==> src/rtl/act_reader_pkg.sv <==
// Shared constants, FSM state type and the group-A address/bank mapping
// used by the activation reader (and by writer-side checkers).
package act_reader_pkg;

    localparam int unsigned CH_NUM       = 4;
    localparam int unsigned ACT_PER_ADDR = 4;
    localparam int unsigned BW_PER_ACT   = 8;
    localparam int unsigned BEAT_W       = ACT_PER_ADDR * BW_PER_ACT;
    localparam int unsigned WORD_W       = CH_NUM * BEAT_W;

    localparam int unsigned MAP_DIM   = 5;
    localparam int unsigned NUM_GQ    = 4;
    localparam int unsigned NUM_BEATS = 400;
    localparam int unsigned NUM_READS = 100;

    localparam int unsigned ADDR_W = 6;
    localparam int unsigned PIX_W  = 8;

    typedef enum logic [1:0] {
        StIdle,
        StFetch,
        StDrain,
        StDone
    } state_e;

    // Word tag travelling with each read: group quad, row, column.
    typedef struct packed {
        logic [1:0] gq;
        logic [2:0] row;
        logic [2:0] col;
    } pix_t;

    localparam pix_t LAST_PIX = '{gq: 2'd3, row: 3'd4, col: 3'd4};

    // Bank holding pixel (row, col): even/odd row and column split.
    function automatic logic [1:0] map_bank(input logic [2:0] row, input logic [2:0] col);
        return {row[0], col[0]};
    endfunction

    // Word address inside the bank: 18*gq[1] + 3*gq[0] + 6*row[2:1] + col[2:1].
    function automatic logic [ADDR_W-1:0] map_addr(input logic [1:0] gq,
                                                   input logic [2:0] row,
                                                   input logic [2:0] col);
        logic [ADDR_W-1:0] a;
        a = (gq[1] ? 6'd18 : 6'd0)
          + (gq[0] ? 6'd3 : 6'd0)
          + ADDR_W'(row[2:1]) * 6'd6
          + ADDR_W'(col[2:1]);
        return a;
    endfunction

endpackage

==> src/rtl/act_reader_wbuf.sv <==
// Two-entry word buffer for the activation reader, built as a skid buffer:
// the head entry feeds the output lane by lane, the skid entry catches the
// next word while the head is still draining.
module act_reader_wbuf
    import act_reader_pkg::*;
(
    input  logic                clk_i,
    input  logic                rst_i,
    input  logic                wr_en_i,
    input  logic [WORD_W-1:0]   wr_word_i,
    input  logic [PIX_W-1:0]    wr_pix_i,
    input  logic                rd_ready_i,
    output logic                rd_valid_o,
    output logic [BEAT_W-1:0]   rd_data_o,
    output logic [PIX_W-1:0]    rd_pix_o,
    output logic [1:0]          rd_lane_o,
    output logic                rd_pop_o,
    output logic [1:0]          count_o
);

    logic [WORD_W-1:0] head_word_q, head_word_d;
    logic [WORD_W-1:0] skid_word_q, skid_word_d;
    logic [PIX_W-1:0]  head_pix_q, head_pix_d;
    logic [PIX_W-1:0]  skid_pix_q, skid_pix_d;
    logic              head_vld_q, head_vld_d;
    logic              skid_vld_q, skid_vld_d;
    logic [1:0]        lane_q, lane_d;
    logic              accept;
    logic              pop;

    assign accept = head_vld_q & rd_ready_i;
    assign pop    = accept & (lane_q == 2'd3);

    // Next-state of the two entries and the lane pointer of the head word.
    always_comb begin
        head_word_d = head_word_q;
        skid_word_d = skid_word_q;
        head_pix_d  = head_pix_q;
        skid_pix_d  = skid_pix_q;
        head_vld_d  = head_vld_q;
        skid_vld_d  = skid_vld_q;
        lane_d      = lane_q;

        // Lane pointer wraps to 0 after lane 3.
        if (accept) begin
            lane_d = lane_q + 2'd1;
        end

        if (pop) begin
            if (skid_vld_q) begin
                head_word_d = skid_word_q;
                head_pix_d  = skid_pix_q;
                head_vld_d  = 1'b1;
                skid_vld_d  = wr_en_i;
                if (wr_en_i) begin
                    skid_word_d = wr_word_i;
                    skid_pix_d  = wr_pix_i;
                end
            end else begin
                head_vld_d = wr_en_i;
                if (wr_en_i) begin
                    head_word_d = wr_word_i;
                    head_pix_d  = wr_pix_i;
                end
            end
        end else if (!head_vld_q) begin
            head_vld_d = wr_en_i;
            if (wr_en_i) begin
                head_word_d = wr_word_i;
                head_pix_d  = wr_pix_i;
            end
        end else if (wr_en_i) begin
            // Upstream credit check guarantees the skid slot is free here.
            skid_vld_d  = 1'b1;
            skid_word_d = wr_word_i;
            skid_pix_d  = wr_pix_i;
        end
    end

    // Buffer state registers.
    always_ff @(posedge clk_i) begin
        if (rst_i) begin
            head_word_q <= '0;
            skid_word_q <= '0;
            head_pix_q  <= '0;
            skid_pix_q  <= '0;
            head_vld_q  <= 1'b0;
            skid_vld_q  <= 1'b0;
            lane_q      <= 2'd0;
        end else begin
            head_word_q <= head_word_d;
            skid_word_q <= skid_word_d;
            head_pix_q  <= head_pix_d;
            skid_pix_q  <= skid_pix_d;
            head_vld_q  <= head_vld_d;
            skid_vld_q  <= skid_vld_d;
            lane_q      <= lane_d;
        end
    end

    // Lane select: lane 0 is the top 32 bits of the word.
    always_comb begin
        rd_data_o = '0;
        for (int l = 0; l < int'(CH_NUM); l++) begin
            if (lane_q == l[1:0]) begin
                rd_data_o = head_word_q[WORD_W-1-l*BEAT_W -: BEAT_W];
            end
        end
    end

    assign rd_valid_o = head_vld_q;
    assign rd_pix_o   = head_pix_q;
    assign rd_lane_o  = lane_q;
    assign rd_pop_o   = pop;
    assign count_o    = {1'b0, head_vld_q} + {1'b0, skid_vld_q};

endmodule

==> src/rtl/act_a_reader.sv <==
// Read-back engine for SRAM group A (5x5x64 map, four banks). Scans the map,
// issues one read per 128-bit word, and streams four 32-bit beats per word.
// Optional build macro ACT_READER_PERF_EN adds the stall_cnt_o counter.
module act_a_reader
    import act_reader_pkg::*;
(
    input  logic                clk_i,
    input  logic                rst_i,
    input  logic                start_i,
    output logic                busy_o,
    output logic                done_o,
    output logic [ADDR_W-1:0]   sram_raddr_a0_o,
    output logic [ADDR_W-1:0]   sram_raddr_a1_o,
    output logic [ADDR_W-1:0]   sram_raddr_a2_o,
    output logic [ADDR_W-1:0]   sram_raddr_a3_o,
    input  logic [WORD_W-1:0]   sram_rdata_a0_i,
    input  logic [WORD_W-1:0]   sram_rdata_a1_i,
    input  logic [WORD_W-1:0]   sram_rdata_a2_i,
    input  logic [WORD_W-1:0]   sram_rdata_a3_i,
    output logic                out_valid_o,
    input  logic                out_ready_i,
    output logic [BEAT_W-1:0]   out_data_o,
    output logic [3:0]          out_grp_o,
    output logic [2:0]          out_row_o,
    output logic [2:0]          out_col_o,
    output logic                out_last_o
`ifdef ACT_READER_PERF_EN
    ,
    output logic [15:0]         stall_cnt_o
`endif
);

    state_e            state_q, state_d;
    logic [1:0]        gq_q, gq_d;
    logic [2:0]        row_q, row_d;
    logic [2:0]        col_q, col_d;
    logic [6:0]        rd_cnt_q, rd_cnt_d;
    logic [ADDR_W-1:0] raddr_q, raddr_d;

    // Stage 1: address on the bus. Stage 2: data on rdata.
    logic              s1_vld_q;
    logic [1:0]        s1_bank_q;
    pix_t              s1_pix_q;
    logic              s2_vld_q;
    logic [1:0]        s2_bank_q;
    pix_t              s2_pix_q;

    logic              issue;
    logic              slot_free;
    logic [2:0]        slots_used;
    logic [WORD_W-1:0] rdata_sel;

    logic              wb_valid;
    logic              wb_pop;
    logic [BEAT_W-1:0] wb_data;
    logic [PIX_W-1:0]  wb_pix_raw;
    pix_t              wb_pix;
    logic [1:0]        wb_lane;
    logic [1:0]        wb_count;
    logic              beat_acc;
    logic              last_beat;

    // A read may issue only if its word will find a free buffer slot on
    // return: buffered words plus reads in flight, less a word retiring now.
    assign slots_used = {1'b0, wb_count} + {2'b00, s1_vld_q} + {2'b00, s2_vld_q};
    assign slot_free  = (slots_used - {2'b00, wb_pop}) < 3'd2;

    assign wb_pix    = pix_t'(wb_pix_raw);
    assign beat_acc  = wb_valid & out_ready_i;
    assign last_beat = wb_valid & (wb_pix == LAST_PIX) & (wb_lane == 2'd3);

    // Scan FSM next-state and read issue decision.
    always_comb begin
        state_d = state_q;
        issue   = 1'b0;
        unique case (state_q)
            StIdle: begin
                if (start_i) begin
                    issue   = 1'b1;
                    state_d = StFetch;
                end
            end
            StFetch: begin
                if (slot_free) begin
                    issue = 1'b1;
                    if (rd_cnt_q == 7'(NUM_READS - 1)) begin
                        state_d = StDrain;
                    end
                end
            end
            StDrain: begin
                if (beat_acc && last_beat) begin
                    state_d = StDone;
                end
            end
            StDone: begin
                state_d = StIdle;
            end
            default: begin
                state_d = StIdle;
            end
        endcase
    end

    // Scan counters: column innermost, then row, then group quad.
    always_comb begin
        gq_d     = gq_q;
        row_d    = row_q;
        col_d    = col_q;
        rd_cnt_d = rd_cnt_q;
        raddr_d  = raddr_q;
        if (issue) begin
            raddr_d  = map_addr(gq_q, row_q, col_q);
            rd_cnt_d = rd_cnt_q + 7'd1;
            if (col_q == 3'(MAP_DIM - 1)) begin
                col_d = 3'd0;
                if (row_q == 3'(MAP_DIM - 1)) begin
                    row_d = 3'd0;
                    gq_d  = gq_q + 2'd1;
                end else begin
                    row_d = row_q + 3'd1;
                end
            end else begin
                col_d = col_q + 3'd1;
            end
        end
        if (state_q == StDone) begin
            gq_d     = 2'd0;
            row_d    = 3'd0;
            col_d    = 3'd0;
            rd_cnt_d = 7'd0;
        end
    end

    // FSM, counters, address register and read-return pipeline.
    always_ff @(posedge clk_i) begin
        if (rst_i) begin
            state_q   <= StIdle;
            gq_q      <= 2'd0;
            row_q     <= 3'd0;
            col_q     <= 3'd0;
            rd_cnt_q  <= 7'd0;
            raddr_q   <= '0;
            s1_vld_q  <= 1'b0;
            s1_bank_q <= 2'd0;
            s1_pix_q  <= '0;
            s2_vld_q  <= 1'b0;
            s2_bank_q <= 2'd0;
            s2_pix_q  <= '0;
        end else begin
            state_q   <= state_d;
            gq_q      <= gq_d;
            row_q     <= row_d;
            col_q     <= col_d;
            rd_cnt_q  <= rd_cnt_d;
            raddr_q   <= raddr_d;
            s1_vld_q  <= issue;
            s1_bank_q <= map_bank(row_q, col_q);
            s1_pix_q  <= '{gq: gq_q, row: row_q, col: col_q};
            s2_vld_q  <= s1_vld_q;
            s2_bank_q <= s1_bank_q;
            s2_pix_q  <= s1_pix_q;
        end
    end

    // Pick the returning word from the bank the request was sent to.
    always_comb begin
        rdata_sel = sram_rdata_a0_i;
        unique case (s2_bank_q)
            2'd0: rdata_sel = sram_rdata_a0_i;
            2'd1: rdata_sel = sram_rdata_a1_i;
            2'd2: rdata_sel = sram_rdata_a2_i;
            2'd3: rdata_sel = sram_rdata_a3_i;
        endcase
    end

    act_reader_wbuf u_wbuf (
        .clk_i      (clk_i),
        .rst_i      (rst_i),
        .wr_en_i    (s2_vld_q),
        .wr_word_i  (rdata_sel),
        .wr_pix_i   (s2_pix_q),
        .rd_ready_i (out_ready_i),
        .rd_valid_o (wb_valid),
        .rd_data_o  (wb_data),
        .rd_pix_o   (wb_pix_raw),
        .rd_lane_o  (wb_lane),
        .rd_pop_o   (wb_pop),
        .count_o    (wb_count)
    );

    assign sram_raddr_a0_o = raddr_q;
    assign sram_raddr_a1_o = raddr_q;
    assign sram_raddr_a2_o = raddr_q;
    assign sram_raddr_a3_o = raddr_q;

    assign busy_o      = (state_q == StFetch) || (state_q == StDrain);
    assign done_o      = (state_q == StDone);
    assign out_valid_o = wb_valid;
    assign out_data_o  = wb_data;
    assign out_grp_o   = {wb_pix.gq, wb_lane};
    assign out_row_o   = wb_pix.row;
    assign out_col_o   = wb_pix.col;
    assign out_last_o  = last_beat;

`ifdef ACT_READER_PERF_EN
    logic [15:0] stall_cnt_q, stall_cnt_d;

    // Backpressure cycles seen during a scan, saturating.
    always_comb begin
        stall_cnt_d = stall_cnt_q;
        if ((state_q == StIdle) && start_i) begin
            stall_cnt_d = 16'd0;
        end else if (wb_valid && !out_ready_i && (stall_cnt_q != 16'hFFFF)) begin
            stall_cnt_d = stall_cnt_q + 16'd1;
        end
    end

    // Stall counter register.
    always_ff @(posedge clk_i) begin
        if (rst_i) begin
            stall_cnt_q <= 16'd0;
        end else begin
            stall_cnt_q <= stall_cnt_d;
        end
    end

    assign stall_cnt_o = stall_cnt_q;
`endif

endmodule

==> config.mk <==
export PLATFORM = sky130hd
export DESIGN_NAME = act_a_reader
export DESIGN_NICKNAME = d
export VERILOG_FILES = /design/src/rtl/act_reader_pkg.sv /design/src/rtl/act_reader_wbuf.sv /design/src/rtl/act_a_reader.sv
export SDC_FILE = /design/constraint.sdc
export NUM_CORES = 1
export LEC_CHECK = 0
export ABC_AREA = 1
export BUFFER_PORTS_ARGS = -buffer_cell sky130_fd_sc_hd__buf_2
export CELL_PAD_IN_SITES_DETAIL_PLACEMENT = 0
export CELL_PAD_IN_SITES_GLOBAL_PLACEMENT = 2
export CORE_MARGIN = 2
export CORE_UTILIZATION = 27
export DETAILED_ROUTE_END_ITERATION = 8
export PLACE_DENSITY_LB_ADDON = 0.1
export SLEW_MARGIN = 20
export SYNTH_ARGS = -nofsm -noshare
export SYNTH_HDL_FRONTEND = slang
export SYNTH_SLANG_ARGS = --single-unit
==> constraint.sdc <==
create_clock -name clk_i -period 4.9 [get_ports clk_i]
set_clock_uncertainty 0.2 [all_clocks]
set_input_delay 0.49 -clock clk_i [delete_from_list [all_inputs] [get_ports clk_i]]
set_output_delay 0.49 -clock clk_i [all_outputs]
set_load 0.005 [all_outputs]
# ---- Word-level counts from Yosys, hierarchy flattened
# Cells that the tools add are included.
dict set report op_classes {
  addsub 12
  n_mul 1
  div_mod_pow 0
  magnitude_cmp 1
  n_eq_ne 19
  shifts 0
  mux 40
  n_bitwise 4
  reduce_logical 13
}
# cell n
set ops {}
lappend ops {{two-way mux 128 bit} 8}
lappend ops {{case mux 128 bit (4 select lines)} 1}
lappend ops {{two-way mux 32 bit} 4}
lappend ops {{two-way mux 8 bit} 8}
lappend ops {{== test 2 bit, second input constant} 6}
lappend ops {{two-way mux 2 bit} 5}
lappend ops {{!= test 2 bit, second input constant} 5}
lappend ops {{two-way mux 1 bit} 9}
lappend ops {{== test 8 bit, second input constant} 1}
lappend ops {{case mux 2 bit (4 select lines)} 1}
lappend ops {{adder 7 x 1 -> 7 bit, second input constant} 1}
lappend ops {{== test 7 bit, second input constant} 1}
lappend ops {{adder 3 x 1 -> 3 bit, second input constant} 2}
lappend ops {{adder 5 x 2 -> 6 bit} 1}
lappend ops {{adder 6 x 2 -> 6 bit} 1}
lappend ops {{adder 6 x 5 -> 6 bit} 1}
lappend ops {{== test 2 x 1 -> 1 bit, second input constant} 3}
lappend ops {{== test 3 bit, second input constant} 2}
lappend ops {{logical NOT 2 bit} 3}
lappend ops {{two-way mux 3 bit} 2}
lappend ops {{AND reduction 2 bit} 3}
lappend ops {{two-way mux 5 bit} 1}
lappend ops {{adder 2 x 1 -> 2 bit, second input constant} 2}
lappend ops {{bitwise AND 1 bit} 4}
lappend ops {{14 further kinds} 15}
dict set report word_totals {
  reg_bits 321
  latchBits 0
  ramBits 0
  rom_bits 0
  in_bits 516
  wordCells 113
  mem_count 0
}

# ---- Logic depth before layout (Yosys ltp)
# Gate-level depths: netlist of run 1.
dict set report logic_depth {
  word_depth 8
  depth_mapped 17
}

# ---- Hierarchy
# From an unflattened synthesis of run 1, not the netlist that was laid out.
dict set report hier_totals {
  cells_unflattened 3564
  area_unflattened_um2 20490.9
}
# mod instances cells_each area_per_inst_um2
set modules_own_cells {}
lappend modules_own_cells {act_reader_wbuf 1 2587 15294.7}
lappend modules_own_cells {act_a_reader 1 977 5196.2}

# ---- Least setup slack after synthesis of run 1
# OpenSTA, ideal clock, no wires.
dict set report synth_path {
  path_type {register -> register}
  start {reg u_wbuf.lane_q[0] (netlist: u_wbuf.rd_lane_o[0])}
  end {reg col_q[2]}
  setup_time_ns 0.115
  arrival_ns 3.152
  setup_slack_ns 1.433
  stages_incl_launch_ff 17
  n_path_buf 2
  period_less_slack_ns 3.467
  cell_sequence {dfxtp_1 -> ha_1 -> buf_2 -> nand2_2 -> ha_1 -> inv_1 -> fa_1 -> or2_2 -> fa_1 -> nand2_1 -> nor2_1 -> nand2_1 -> nand2_1 -> clkbuf_1 -> nand2_1 -> nor2_1 -> nor3_1}
}
dict set report synth_between {
  elab_chain_cells 6
}
# element line_no
set synth_rtl {}
lappend synth_rtl {{start, declared} act_reader_wbuf.sv:27} ;# logic [1:0] lane_q, lane_d;
lappend synth_rtl {{start signal, assigned} act_reader_wbuf.sv:97} ;# lane_q <= lane_d;
lappend synth_rtl {{== test 2 bit} act_reader_wbuf.sv:32} ;# assign pop = accept & (lane_q == 2'd3);
lappend synth_rtl {{bitwise AND 1 bit} act_reader_wbuf.sv:32}
lappend synth_rtl {{subtractor 3 x 1 -> 3 bit} act_a_reader.sv:66} ;# assign slot_free = (slots_used - {2'b00, wb_pop}) < 3'd2;
lappend synth_rtl {{< comparator 3 x 2 -> 1 bit} act_a_reader.sv:66}
lappend synth_rtl {{two-way mux 1 bit} act_a_reader.sv:84} ;# if (slot_free) begin
lappend synth_rtl {{case mux 1 bit (2 select lines)} act_a_reader.sv:76} ;# unique case (state_q)
lappend synth_rtl {{end signal, assigned} act_a_reader.sv:154} ;# col_q <= col_d;
lappend synth_rtl {{end, declared} act_a_reader.sv:36} ;# logic [2:0] col_q, col_d;
# No other way between the ends.
# A chain may end at the register's enable or synchronous reset.

# ---- Worst setup path in the final report of run 1
dict set report layout_path {
  start {reg u_wbuf.head_vld_q (netlist: u_wbuf.rd_valid_o)}
  end {reg rd_cnt_q[0]}
}
dict set report layout_between {
  elab_chain_cells 7
}
# element line_no
set layout_rtl {}
lappend layout_rtl {{start, declared} act_reader_wbuf.sv:25} ;# logic head_vld_q, head_vld_d;
lappend layout_rtl {{start signal, assigned} act_reader_wbuf.sv:95} ;# head_vld_q <= head_vld_d;
lappend layout_rtl {{adder 1 x 1 -> 2 bit} act_reader_wbuf.sv:115} ;# assign count_o = {1'b0, head_vld_q} + {1'b0, skid_vld_q};
lappend layout_rtl {{adder 2 x 1 -> 3 bit} act_a_reader.sv:65} ;# assign slots_used = {1'b0, wb_count} + {2'b00, s1_vld_q} + {2'b00, s2_vld_q};
lappend layout_rtl {{adder 3 x 1 -> 3 bit} act_a_reader.sv:65}
lappend layout_rtl {{subtractor 3 x 1 -> 3 bit *} act_a_reader.sv:66}
lappend layout_rtl {{< comparator 3 x 2 -> 1 bit *} act_a_reader.sv:66}
lappend layout_rtl {{two-way mux 1 bit *} act_a_reader.sv:84}
lappend layout_rtl {{case mux 1 bit (2 select lines) *} act_a_reader.sv:76}
lappend layout_rtl {{end signal, assigned} act_a_reader.sv:155} ;# rd_cnt_q <= rd_cnt_d;
lappend layout_rtl {{end, declared} act_a_reader.sv:37} ;# logic [6:0] rd_cnt_q, rd_cnt_d;
# Mark *: on every way between the ends. The rest lies on a longest branch, timed or not.

==> flow_summary_export.csv, run 1 <==
group,metric,value,unit
floorplanning,die-width,262,um
synthesis,netlist_instances,2763,
finish,seqCellArea,6350,um2
detailed_routing,routedWlPerCell,19.9,um
setup_path,crit_path_max_fanout,16,
synthesis,synth_top_area_share,35.4,%
synthesis,yosys_warnings,0,
synthesis,synth_seq_area_share,35.4,%
detailed_routing,routed_via_density,4.92,
global_route,grt_pass1_vias,19300,
cts,clk_path_buf_depth,3,
synthesis,synth_area,17900,um2
setup_path,cp_data_required_time,5140,ps
finish,multi_input_area,10100,um2
run_status,status,"completed",
setup_path,critPathCaptureType,"register",
synthesis,syn-mean-instance-area,6.49,um2
cts,root_buffer,"clkbuf_16",
cts,htreeDepth,2,
hold_path,min_path_type,"in -> reg",
sta,setup_viol,0,
cts,cts_resized,0,
placed_design,place_congestion,0.777,
floorplanning,dieArea,68500,um2
synthesis,ys_top_cells_by_area,"dfxtp_1 35%, nand2_1 20%, a21oi_1 8.9%",
finish,fin_nets,3750,
sta,maxSlewViolCount,0,
sta,tightestPinTransition,1100,ps
sta,max_freq,0.252,GHz
power,leakage,9.70,nW
setup_path,crit_path_max_incr_delay,550,ps
placed_design,place_ws,817,ps
finish,most-common-layout-cells,"964 x nand2_1, 584 x buf_2, 318 x a21oi_1",
sta,worst_slack,936,ps
detailed_routing,first_iter_violations,1153,
setup_path,crit_top_cell,"nand2_1",
global_route,gr-usage-all-layers,22.7,%
setup_path,path_cells,"nand2_2, inv_2, nand2_2, ha_1, inv_1, fa_1, or2_2, fa_1, nand2_1, nor2_1, nand2_1, nand2_1, inv_1, o21ai_0, a21oi_1",
floorplanning,start_util,27.3,%
synthesis,synth_edf_count,0,
sta,finalHoldViolCount,0,
finish,nFillCells,7325,
floorplanning,fp.coreArea,65700,um2
cts,cts_tree,"yes",
synthesis,synth_largest_area_cell,"dfxtp_1",
cts,clkLatencyLatePin,560,ps
cts,holdBufCountCts,10,
detailed_routing,route.antenna.remaining_nets,0,
detailed_routing,num_vias,20200,
setup_path,critical-path-top-delay-family,"adder cells",
power,cellPowerDensity,372,nW/um2
power,vdd_drop_max,0.000214,V
finish,syn_to_final_growth,26.0,%
sta,rsz0062_at_grt,"no",
synthesis,ys_types,35,
sta,fin_tns_setup,0,ps
cts,path_clk_slew,60,ps
synthesis,synth_nets,3305,
placed_design,place_area,21200,um2
sta,hold_slack,19.5,ps
sta,slew_headroom,26.3,%
finish,drive_gt1_share,23.5,%
setup_path,crit_arrival,4200,ps
setup_path,worstSetupPathType,"reg -> reg",
synthesis,ys.flop_type,"dfxtp_1",
placed_design,hpwlAfterDp,57200,um
synthesis,synth-seq-cells,317,
cts,numCtsBuffers,41,
cts,cts.sinks,317,
synthesis,async_flop_share,0,%
global_route,grt_remaining_overflow,0,
global_route,grt_max_degree,166,
detailed_routing,dr.pass1.iters,6,
setup_path,crit_buf_inv,3,
setup_path,startpoint_type,"register",
detailed_routing,drc,0,
floorplanning,rows,94,
sta,fin_crit,3960,ps
finish,final_common_cell,"nand2_1",
sta,period_share,80.9,%
cts,cts_setup_buffers,0,
global_route,antenna_found_initial,2,
finish,final_cell_area,22600,um2
job,drv_cap,0,
setup_path,cp_slowest_cell,"fa_1",
finish,finish.utilization,34.3,%
detailed_routing,wirelength,81700,um
placed_design,io_buffers,585,
global_route,grt_pass1_wl,118000,um
floorplanning,die_y,262,um
floorplanning,num_io_pins,586,
-- cell type report --
| cell class | instances | share of cell area, % |
|---|---|---|
| multi-input combinational | 2095 | 44.5 |
| sequential | 317 | 28.1 |
| tap | 864 | 4.79 |
| clock buffer | 59 | 5.24 |
| clock inverter | 12 | 0.404 |
| timing repair buffer | 624 | 14.7 |
| antenna | 2 | 0.0222 |
| inverter | 129 | 2.19 |
-- final timing paths --
| kind | from | endpoint | slack [ps] | cells past startpoint |
|---|---|---|---|---|
| setup reg to reg | u_wbuf.rd_valid_o | rd_cnt_q[0] | 940 | 15 |
| setup / recovery | u_wbuf.rd_valid_o | rd_cnt_q[0] | 940 | 15 |
| hold reg to reg | s1_pix_q[5] | s2_pix_q[5] | 200 | 2 |
| hold / removal | sram_rdata_a0_i[19] | u_wbuf.skid_word_q[19] | 20 | 3 |
-- flip-flops by register name, summed over array words and instances (netlist names) --
| name | cells |
|---|---|
| s2_pix_q | 7 |
| gq_q | 2 |
| state_q | 2 |
| sram_raddr_a0_o | 6 |
| row_q | 3 |
| u_wbuf.skid_word_q | 128 |
| s1_pix_q | 7 |
| u_wbuf.skid_vld_q | 1 |
| u_wbuf.rd_lane_o | 2 |
| u_wbuf.skid_pix_q | 8 |
| u_wbuf.head_word_q | 128 |
| col_q | 3 |
| s2_vld_q | 1 |
| u_wbuf.rd_valid_o | 1 |
| s1_bank_q | 1 |
| s1_vld_q | 1 |
| s2_bank_q | 1 |
| u_wbuf.rd_pix_o | 8 |
| rd_cnt_q | 7 |
-- worst register-to-register path, stage by stage, from the launching register on --
cell and delay [ps]:
dfxtp_1 430, nand2_2 150, inv_2 110, nand2_2 80, ha_1 280, inv_1 40
fa_1 430, or2_2 320, fa_1 550, nand2_1 50, nor2_1 120, nand2_1 60
nand2_1 400, inv_1 330, o21ai_0 230, a21oi_1 50
-- where the power goes --
part           internal, mW  switching (mW)  total (mW)
logic                 0.826            1.49        2.31
registers              2.88           0.280        3.16
clock network          1.72            1.21        2.93
total                  5.43            2.98        8.41
-- logic make-up (layout without fill, tap and decap cells) --
family / Yosys count / after routing / synth area share (%)
AOI/OAI and AO/OA: 669 / 669 / 21.8
xor gates and xnor gates: 6 / 6 / 0.293
DFF: 317 / 317 / 35.4
buffers and inverters: 351 / 824 / 8.76
and+or+nand+nor: 1394 / 1394 / 31.8
adders and majority gates: 26 / 26 / 1.98
other: 0 / 2 / 0
-- cell usage after synthesis (19+ instances only) --
cell,n
a211oi_2,54
buf_2,52
nand4_1,106
a31oi_1,29
o21ai_0,225
dfxtp_1,317
buf_4,28
nand3_1,51
nand2_1,965
nand3b_1,19
o211ai_1,34
nor2_1,237
a21oi_1,318
ha_1,22
inv_1,120
clkbuf_1,119
-- metrics by stage --
| step | power (mW) | cells |
|---|---|---|
| floorplan | 4.51 | 2763 |
| global placement | 5.51 | 4019 |
| detailed placement | 5.54 | 4019 |
| CTS | 8.52 | 4100 |
| global route | 8.89 | 4102 |
| finish | 8.41 | 4102 |
-- layer usage --
layer | share of wire (%) | vias up | GRT usage, %
li1 | - | 10000 | -
met1 | 44 | 9546 | 29.6
met2 | 47 | 550 | 38.0
met3 | 5.6 | 100 | 3.94
met4 | 2.7 | 0 | 6.91
met5 | 0 | - | 0
(Power assumes the default switching activity.)
==> inputs of run 2 (changes only) <==
Settings changed: ABC_AREA 1 to 0, CORE_UTILIZATION 27 to 30.
Clock period 4.9 ns to 4.1 ns, I/O delays scaled along.
==> run 2 against run 1 <==
Synthesized area is 7.6% lower. Non-clock buffer count decreased by 3. Clock power is 18% higher. Largest cell class unchanged. Combinational power fell by 2%. Worst hold slack improved by 31 ps.
==> flow_summary_export.csv, run 2 <==
group,metric,value,unit
detailed_routing,drc,0,
floorplanning,dieArea,57100,um2
power,cellPowerDensity,440,nW/um2
detailed_routing,first_iter_violations,1046,
synthesis,synth_area,16600,um2
synthesis,ys.flop_type,"dfxtp_1",
sta,finalHoldViolCount,0,
global_route,antenna_found_initial,1,
finish,drive_gt1_share,37.5,%
cts,cts_resized,0,
hold_path,min_path_type,"in -> reg",
setup_path,cp_data_required_time,3490,ps
synthesis,synth_top_area_share,38.3,%
floorplanning,fp.coreArea,54900,um2
sta,fin_tns_setup,0,ps
floorplanning,die_y,239,um
cts,holdBufCountCts,1,
power,power,9.32,mW
hold_path,min_path_cells,2,
setup_path,crit_path_max_fanout,39,
synthesis,syn-mean-instance-area,9.85,um2
hold_path,min_to,"s2_vld_q",
global_route,gr-usage-all-layers,21.2,%
run_status,status,"completed",
finish,most-common-layout-cells,"584 x buf_2, 315 x dfxtp_1, 286 x nor2_1",
sta,hold_slack,50.5,ps
synthesis,ys_types,49,
detailed_routing,routedWlPerCell,21.9,um
finish,fin_nets,2706,
finish,syn_to_final_growth,27.8,%
floorplanning,start_util,30.2,%
global_route,grt_max_degree,153,
sta,setup_viol,0,
detailed_routing,route.antenna.remaining_nets,0,
floorplanning,num_io_pins,586,
synthesis,synth_common_cells,"317 x dfxtp_1, 286 x nor2_1, 142 x mux2i_1, 128 x mux4_2, 98 x a21oi_1",
sta,slew_headroom,25.0,%
cts,htreeDepth,2,
sta,period_share,91.5,%
power,vdd_drop_max,0.000237,V
cts,cts.sinks,317,
setup_path,critPathCaptureType,"output port",
placed_design,io_buffers,585,
floorplanning,die-width,239,um
setup_path,timing.rr.end,"gq_q[0]",
global_route,grt_pass1_vias,14600,
hold_path,hold_path.startpoint,"rst_i",
synthesis,synth-seq-cells,317,
finish,finish.utilization,38.6,%
placed_design,place_area,19900,um2
power,p_int,6.47,mW
sta,fin_crit,3750,ps
cts,numCtsBuffers,40,
finish,final_common_cell,"buf_2",
placed_design,place_ws,437,ps
placed_design,hpwlAfterDp,45300,um
synthesis,synth_edf_count,0,
synthesis,yosysMostFrequentCell,"dfxtp_1",
synthesis,yosys_warnings,0,
synthesis,synth_largest_area_cell,"dfxtp_1",
job,drv_cap,0,
sta,rsz0062_at_grt,"no",
setup_path,r2r_slack,430,ps
power,pwr-share-comb,24.3,%
sta,maxSlewViolCount,0,
cts,clk_path_buf_depth,3,
global_route,grt_remaining_overflow,0,
setup_path,worstSetupPathType,"reg -> out",
finish,reg.largest.list,"u_wbuf.head_word_q (128), u_wbuf.skid_word_q (128)",
sta,max_freq,0.267,GHz
detailed_routing,dr.pass1.iters,8,
power,swShare,30.5,%
floorplanning,rows,86,
setup_path,crit-reg2reg-launch,"u_wbuf.rd_lane_o[1]",
detailed_routing,wirelength,63100,um
setup_path,crit_arrival,3140,ps
synthesis,ys_top_cells_by_area,"dfxtp_1 38%, mux4_2 17%, mux2i_1 8.6%",
setup_path,reg2reg_depth,12,
synthesis,netlist_instances,1682,
cts,clkLatencyLatePin,550,ps
synthesis,synth_seq_area_share,38.3,%
power,p_sw,2.84,mW
finish,fin_cells,2889,
cts,cts_setup_buffers,0,
sta,tightestPinTransition,1130,ps
cts,root_buffer,"clkbuf_16",
power,leakage,9.27,nW
global_route,grt_pass1_wl,91300,um
synthesis,async_flop_share,0,%
synthesis,synth_nets,2224,
cts,path_clk_slew,60,ps
finish,final_cell_area,21200,um2
finish,diodes,0,
setup_path,startpoint_type,"register",
placed_design,place_congestion,0.771,
detailed_routing,routed_via_density,5.22,
power,p_clk_share,37.3,%
cts,cts_tree,"yes",
detailed_routing,num_vias,15100,
placed_design,placed_cells,2825,
sta,worst_slack,349,ps
power,p_seq_share,38.5,%
-- run 2: worst max-delay path by stage --
stage	slack, ps	endpoint	cells after the start	start
after floorplan	630	rd_cnt_q[4]	14	u_wbuf.rd_lane_o[1]
after global placement	460	gq_q[0]	12	out_ready_i
after detailed placement	440	gq_q[0]	12	out_ready_i
after CTS	310	out_data_o[9]	8	u_wbuf.rd_lane_o[1]
after global routing	160	gq_q[0]	12	u_wbuf.rd_lane_o[1]
final	350	out_data_o[9]	8	u_wbuf.rd_lane_o[1]
-- run 2: kinds of logic after synthesis --
group,after synthesis,synth area share (%)
fa+ha+maj,26,2.15
flops,317,38.3
buf+inv,200,5.73
mux,270,26.0
xor+xnor,6,0.317
compound gates,377,14.8
simple gates,486,12.7
-- run 2: per-layer routing --
metal  vias up  wire length (um)  GRT usage [%]
li1       7165                 -              -
met1      7463             27800           27.9
met2       407             31300           36.7
met3        58              3150           3.57
met4         2               924           3.96
met5         -                13              0
-- run 2: final cells by class --
| type | instances | area, um2 |
|---|---|---|
| Clock buffer | 53 | 1130 |
| Clock inverter | 10 | 125 |
| Fill cell | 5601 | 33700 |
| Inverter | 19 | 71.3 |
| Multi-Input combinational cell | 1165 | 9340 |
| Sequential cell | 317 | 6350 |
| Tap cell | 704 | 881 |
| Timing Repair Buffer | 621 | 3270 |
-- run 2: power by group through the flow --
stage / Clock (mW) / Combinational, mW / Sequential (mW)
floorplan: 0 / 1.47 / 3.56
global placement: 0 / 2.28 / 3.64
detailed placement: 0 / 2.30 / 3.65
CTS: 3.57 / 2.31 / 3.58
global route: 3.70 / 2.48 / 3.62
finish: 3.47 / 2.26 / 3.58
-- run 2: critical path: stages, from the launching register on --
cell and delay (ps):
dfxtp_1 350, inv_1 100, ha_2 680, buf_4 340, nand3b_1 130, a21oi_1 100, a21oi_1 390, o21ai_0 250
buf_2 210
